==> config.mk <==
export PLATFORM = sky130hd
export DESIGN_NAME = sntc_ldpc_decode_ctrl
export DESIGN_NICKNAME = d
export VERILOG_FILES = /design/src/rtl/sntc_ldpc_ctrl_pkg.sv /design/src/rtl/sntc_sat_cntr.sv /design/src/rtl/sntc_ldpc_decode_ctrl.sv
export SDC_FILE = /design/constraint.sdc
export NUM_CORES = 1
export LEC_CHECK = 0
export CAP_MARGIN = 20
export CELL_PAD_IN_SITES_DETAIL_PLACEMENT = 1
export CELL_PAD_IN_SITES_GLOBAL_PLACEMENT = 2
export CORE_ASPECT_RATIO = 1.25
export CORE_MARGIN = 4
export CORE_UTILIZATION = 29
export DETAILED_ROUTE_END_ITERATION = 10
export GPL_ROUTABILITY_DRIVEN = 0
export PLACE_DENSITY = 0.74
export SLEW_MARGIN = 20
export SYNTH_ARGS = -nofsm -noshare
export SYNTH_HDL_FRONTEND = slang
export SYNTH_SLANG_ARGS = --single-unit
==> constraint.sdc <==
create_clock -name clk -period 3.9 [get_ports clk]
set_input_delay 0.975 -clock clk [delete_from_list [all_inputs] [get_ports clk]]
set_output_delay 0.975 -clock clk [all_outputs]
set_load 0.1 [all_outputs]
==> src/rtl/sntc_ldpc_ctrl_pkg.sv <==
// Shared types for the LDPC decode sequencer.
package sntc_ldpc_ctrl_pkg;

    typedef enum logic [1:0] {IDLE, LAUNCH, RUN, DONE} ctrl_state_t;

    typedef enum logic [1:0] {ST_OK, ST_MAXITER, ST_STUCK, ST_TIMEOUT} dec_status_t;

endpackage

==> src/rtl/sntc_sat_cntr.sv <==
// Saturating up-counter with synchronous clear; clear wins over increment.
module sntc_sat_cntr #(
    parameter int unsigned W = 16
) (
    input  logic         clk,
    input  logic         rstn,
    input  logic         clr,
    input  logic         inc,
    output logic [W-1:0] cnt
);

    logic [W-1:0] cnt_q, cnt_d;

    always_comb begin
        cnt_d = cnt_q;
        if (clr) begin
            cnt_d = '0;
        end else if (inc && (cnt_q != '1)) begin
            cnt_d = cnt_q + W'(1);
        end
    end

    always_ff @(posedge clk or negedge rstn) begin
        if (!rstn) begin
            cnt_q <= '0;
        end else begin
            cnt_q <= cnt_d;
        end
    end

    assign cnt = cnt_q;

endmodule

==> src/rtl/sntc_ldpc_decode_ctrl.sv <==
// Sequencer for one LDPC decoder: launch, count iterations, terminate, report result and
// keep saturating ok/fail statistics.
module sntc_ldpc_decode_ctrl
    import sntc_ldpc_ctrl_pkg::*;
#(
    parameter int unsigned SUM_LEN = 32,
    parameter int unsigned ITER_W  = 16,
    parameter int unsigned WDOG_W  = 20,
    parameter int unsigned STAT_W  = 16
) (
    input  logic               clk,
    input  logic               rstn,
    input  logic               clr,
    input  logic               req_valid,
    output logic               req_ready,
    input  logic [ITER_W-1:0]  max_iter,
    input  logic [WDOG_W-1:0]  wdog_cycles,
    output logic               dec_start,
    input  logic [1:0]         dec_converged,
    input  logic               dec_conv_valid,
    input  logic               dec_valid_cword,
    input  logic [SUM_LEN-1:0] dec_hamdist,
    output logic               done_valid,
    input  logic               done_ready,
    output logic [1:0]         done_status,
    output logic [ITER_W-1:0]  done_iter,
    output logic [SUM_LEN-1:0] done_hamdist,
    output logic               busy,
    output logic [STAT_W-1:0]  stat_ok,
    output logic [STAT_W-1:0]  stat_fail
);

    localparam int unsigned IterXW = ITER_W + 1;

    ctrl_state_t        state_q, state_d;
    logic [ITER_W-1:0]  max_q, max_d;
    logic [WDOG_W-1:0]  wlim_q, wlim_d;
    logic [WDOG_W-1:0]  wd_q, wd_d;
    dec_status_t        status_q, status_d;
    logic [ITER_W-1:0]  diter_q, diter_d;
    logic [SUM_LEN-1:0] dham_q, dham_d;

    logic [ITER_W-1:0] iter;
    logic [ITER_W-1:0] iter_next;
    logic [IterXW-1:0] iter_p1;
    logic              accept, in_run, conv, hs;
    logic              term;
    dec_status_t       term_status;

    assign accept  = (state_q == IDLE) && req_valid;
    assign in_run  = (state_q == RUN);
    assign conv    = in_run && dec_conv_valid;
    assign hs      = (state_q == DONE) && done_ready;
    assign iter_p1 = {1'b0, iter} + IterXW'(1);
    assign iter_next = (iter == '1) ? iter : iter_p1[ITER_W-1:0];

    // Termination priority: codeword, stuck, iteration limit, watchdog.
    always_comb begin
        term        = 1'b0;
        term_status = ST_OK;
        if (in_run) begin
            if (dec_valid_cword) begin
                term        = 1'b1;
                term_status = ST_OK;
            end else if (dec_conv_valid && dec_converged[1]) begin
                term        = 1'b1;
                term_status = ST_STUCK;
            end else if (dec_conv_valid && (iter_p1 >= {1'b0, max_q})) begin
                term        = 1'b1;
                term_status = ST_MAXITER;
            end else if ((wlim_q != '0) && (wd_q == wlim_q - WDOG_W'(1))) begin
                term        = 1'b1;
                term_status = ST_TIMEOUT;
            end
        end
    end

    always_comb begin
        state_d  = state_q;
        max_d    = max_q;
        wlim_d   = wlim_q;
        wd_d     = wd_q;
        status_d = status_q;
        diter_d  = diter_q;
        dham_d   = dham_q;
        unique case (state_q)
            IDLE: begin
                if (req_valid) begin
                    state_d = LAUNCH;
                    max_d   = (max_iter == '0) ? ITER_W'(1) : max_iter;
                    wlim_d  = wdog_cycles;
                    wd_d    = '0;
                end
            end
            LAUNCH: state_d = RUN;
            RUN: begin
                wd_d = dec_conv_valid ? '0 : wd_q + WDOG_W'(1);
                if (term) begin
                    state_d  = DONE;
                    status_d = term_status;
                    diter_d  = dec_conv_valid ? iter_next : iter;
                    dham_d   = dec_hamdist;
                end
            end
            DONE: begin
                if (done_ready) state_d = IDLE;
            end
            default: state_d = IDLE;
        endcase
        // Synchronous clear behaves exactly like reset.
        if (clr) begin
            state_d  = IDLE;
            max_d    = '0;
            wlim_d   = '0;
            wd_d     = '0;
            status_d = ST_OK;
            diter_d  = '0;
            dham_d   = '0;
        end
    end

    always_ff @(posedge clk or negedge rstn) begin
        if (!rstn) begin
            state_q  <= IDLE;
            max_q    <= '0;
            wlim_q   <= '0;
            wd_q     <= '0;
            status_q <= ST_OK;
            diter_q  <= '0;
            dham_q   <= '0;
        end else begin
            state_q  <= state_d;
            max_q    <= max_d;
            wlim_q   <= wlim_d;
            wd_q     <= wd_d;
            status_q <= status_d;
            diter_q  <= diter_d;
            dham_q   <= dham_d;
        end
    end

    sntc_sat_cntr #(.W(ITER_W)) u_iter (
        .clk  (clk),
        .rstn (rstn),
        .clr  (clr | accept),
        .inc  (conv),
        .cnt  (iter)
    );

    sntc_sat_cntr #(.W(STAT_W)) u_stat_ok (
        .clk  (clk),
        .rstn (rstn),
        .clr  (clr),
        .inc  (hs && (status_q == ST_OK)),
        .cnt  (stat_ok)
    );

    sntc_sat_cntr #(.W(STAT_W)) u_stat_fail (
        .clk  (clk),
        .rstn (rstn),
        .clr  (clr),
        .inc  (hs && (status_q != ST_OK)),
        .cnt  (stat_fail)
    );

    assign req_ready    = (state_q == IDLE);
    assign dec_start    = (state_q == LAUNCH);
    assign busy         = (state_q != IDLE);
    assign done_valid   = (state_q == DONE);
    assign done_status  = status_q;
    assign done_iter    = diter_q;
    assign done_hamdist = dham_q;

endmodule

==> impl_metrics.env <==
export IMPL_crit_required_ns=4.22
export IMPL_clock_path_buffers=2
export IMPL_numCtsBuffers=17
export IMPL_fin_tns_setup_ns=0
export IMPL_synthesis_nets=953
export IMPL_syn_mean_instance_area_sq_um=9.68
export IMPL_routed_via_density=5.10
export IMPL_arrival_ns=3.98
export IMPL_fp_coreArea_sq_um=27800
export IMPL_grt_pass1_wl_microns=42600
export IMPL_clock_latency_ns=0.44
export IMPL_synth_ff_type="dfrtp_1"
export IMPL_dieHeight_microns=196
export IMPL_end_kind="register"
export IMPL_finClkSkew_ns=0.0121
export IMPL_io_buffers=161
export IMPL_io_pin_count=163
export IMPL_async_flop_share_pct=100
export IMPL_finalMaxSlewViolations=0
export IMPL_antenna_found_initial=2
export IMPL_hold_class="register to register"
export IMPL_first_pass_iters=5
export IMPL_rsz0062_at_grt="no"
export IMPL_clockRootBuffer="clkbuf_16"
export IMPL_setup_viol=0
export IMPL_cts_setup_buffers=0
export IMPL_worst_setup_path_start_kind="register"
export IMPL_drt_iter0_markers=325
export IMPL_period_share_pct=93.8
export IMPL_yosysUniqueCellTypes=59
export IMPL_relSlewSlack_pct=30.7
export IMPL_hold_viol_final=0
export IMPL_start_util_pct=29.6
export IMPL_yosys_warnings=0
export IMPL_synth_edf_count=0
export IMPL_synthCells=851
export IMPL_tightest_slew_ns=1.04
export IMPL_peakVddDrop_v=0.000341
export IMPL_reg2reg_depth=16
export IMPL_hpwlAfterDp_microns=19100
export IMPL_finalNetCount=1128
export IMPL_timing_final_ws_setup_ns=0.240
export IMPL_final_common_cell="dfrtp_1"
export IMPL_area_growth_pct=34.4
export IMPL_grt_overflow_total=0
export IMPL_cts_tree="built"
export IMPL_grt_max_degree=79
export IMPL_rows=68
export IMPL_syn_area_sq_um=8240
export IMPL_fillers=3144
export IMPL_final_cell_mix="dfrtp_1, clkdlybuf4s50_1, nand2_1, nor2_1, o21ai_0"
export IMPL_critPathKind="register to register"
export IMPL_outcome="finished clean"
export IMPL_clkTransAtPathRegs_ns=0.07
export IMPL_synth_seq_area_share_pct=47.4
export IMPL_ant_nets=0
export IMPL_h_tree_depth=4
export IMPL_grt_total_usage_pct=16.9
export IMPL_power_density_nw_per_um2=476
export IMPL_totalWireLength_microns=26000
export IMPL_place_ws_ns=0.178
export IMPL_path_max_fanout=25
export IMPL_die_w_microns=159
export IMPL_vias=7089
export IMPL_drc=0
export IMPL_drt_wirelength_per_cell_microns=18.7
export IMPL_grt_pass1_vias=7643
export IMPL_hold_ws_ns=0.530
export IMPL_p_leak_nw=4.75
export IMPL_layout_min_cycle_time_ns=3.66
export IMPL_drive_above_1_share_pct=9.82
export IMPL_synth_seq_cells=156
export IMPL_cap_violations=0
export IMPL_cts_sinks=156
export IMPL_postCtsHoldBufs=0
export IMPL_total_power_mw=5.27
export IMPL_holdPathStages=1
export IMPL_fp_dieArea_sq_um=31200
export IMPL_clock_fmax_mhz=273
==> cell families after synthesis <==
| group | Yosys count | share of synthesized area [%] |
|---|---|---|
| buffers and inverters | 81 | 4.12 |
| adder cells (fa/ha/maj) | 25 | 3.80 |
| flip-flops | 156 | 47.4 |
| AO/OA/AOI/OAI | 195 | 17.2 |
| AND/OR/NAND/NOR | 305 | 17.8 |
| multiplexers | 6 | 0.775 |
| XOR/XNOR | 83 | 8.83 |
==> sequential cells by signal (all words and copies together), names as in the netlist <==
| signal | cells |
|---|---|
| done_hamdist | 32 |
| done_iter | 16 |
| done_status | 2 |
| max_q | 16 |
| state_q | 2 |
| u_iter.cnt | 16 |
| u_stat_fail.cnt | 16 |
| u_stat_ok.cnt | 16 |
| wd_q | 20 |
| wlim_q | 20 |
==> report_power, final <==
part	total (mW)	internal (mW)	switching, mW
clock	1.63	0.883	0.749
combinational	1.79	0.591	1.20
sequential	1.85	1.74	0.106
total	5.27	3.21	2.05
==> through the flow <==
step	instance area, sq um	cells	utilization (%)
detailed placement	10500	1357	37.6
CTS	11000	1389	39.7
global placement	10500	1357	37.6
floorplan	8240	851	-
finish	11100	1391	39.8
global route	11100	1391	39.8
==> metal layers <==
metal	part of all wire, %	GRT usage, %	up-vias
met1	42	20.4	3537
met2	52	29.9	113
met5	0	0	-
li1	-	-	3406
met4	2.4	6.37	0
met3	3.5	3.64	33
==> synthesized netlist by cell type (all sizes together), types with 20 or more instances <==
master	count	area, sq um
xnor2	40	350
or3	20	125
a22o	20	175
nor2	80	300
nand2	90	338
nand3	23	115
a32o	49	490
clkbuf	36	135
ha	25	313
o21ai	56	284
inv	31	116
nor3	20	100
dfrtp	156	3900
xor2	43	377
a21oi	34	170
==> worst paths after layout <==
check	start	to	slack, ns
max	u_iter.cnt[0]$_DFFE_PN0P_	done_iter[10]$_DFFE_PN0P_	0.24
min	done_hamdist[11]$_DFFE_PN0P_	done_hamdist[11]$_DFFE_PN0P_	0.53
max reg2reg	u_iter.cnt[0]$_DFFE_PN0P_	done_iter[10]$_DFFE_PN0P_	0.24
min reg2reg	done_hamdist[11]$_DFFE_PN0P_	done_hamdist[11]$_DFFE_PN0P_	0.53
max in group asynchronous	rstn	done_iter[14]$_DFFE_PN0P_	2.43
min in group asynchronous	rstn	u_stat_ok.cnt[2]$_DFFE_PN0P_	0.55
==> worst max-delay path: stages, from the launching register on <==
cell,delay [ns]
dfrtp_1,0.36
ha_1,0.19
nand2_1,0.09
nor2_1,0.14
and3_1,0.25
and3_1,0.24
xor2_1,0.21
ha_1,0.28
a21o_1,0.19
a21o_1,0.17
a211o_1,0.28
o211ai_1,0.11
a31o_2,0.24
o31ai_4,0.11
o21ba_2,0.28
buf_12,0.17
a32o_1,0.21
==> what timing repair did <==
item | CTS | global route
gates resized for setup | 0 | 4
hold endpoints to repair | 0 | 0
endpoints found under the setup margin | 0 | 51
==> area by class of cell <==
cell class              instances  area (sq um)  area share (%)
well taps                     350           438            3.96
multi-input cells             614          4040            36.5
flip-flops and latches        156          3900            35.3
repair buffers                205          1990            17.9
clock inverters                12           106           0.961
diodes                          2          5.00          0.0452
inverters                      32           120            1.09
clock buffers                  20           467            4.22
No activity file was read; power rests on OpenSTA's default activity.
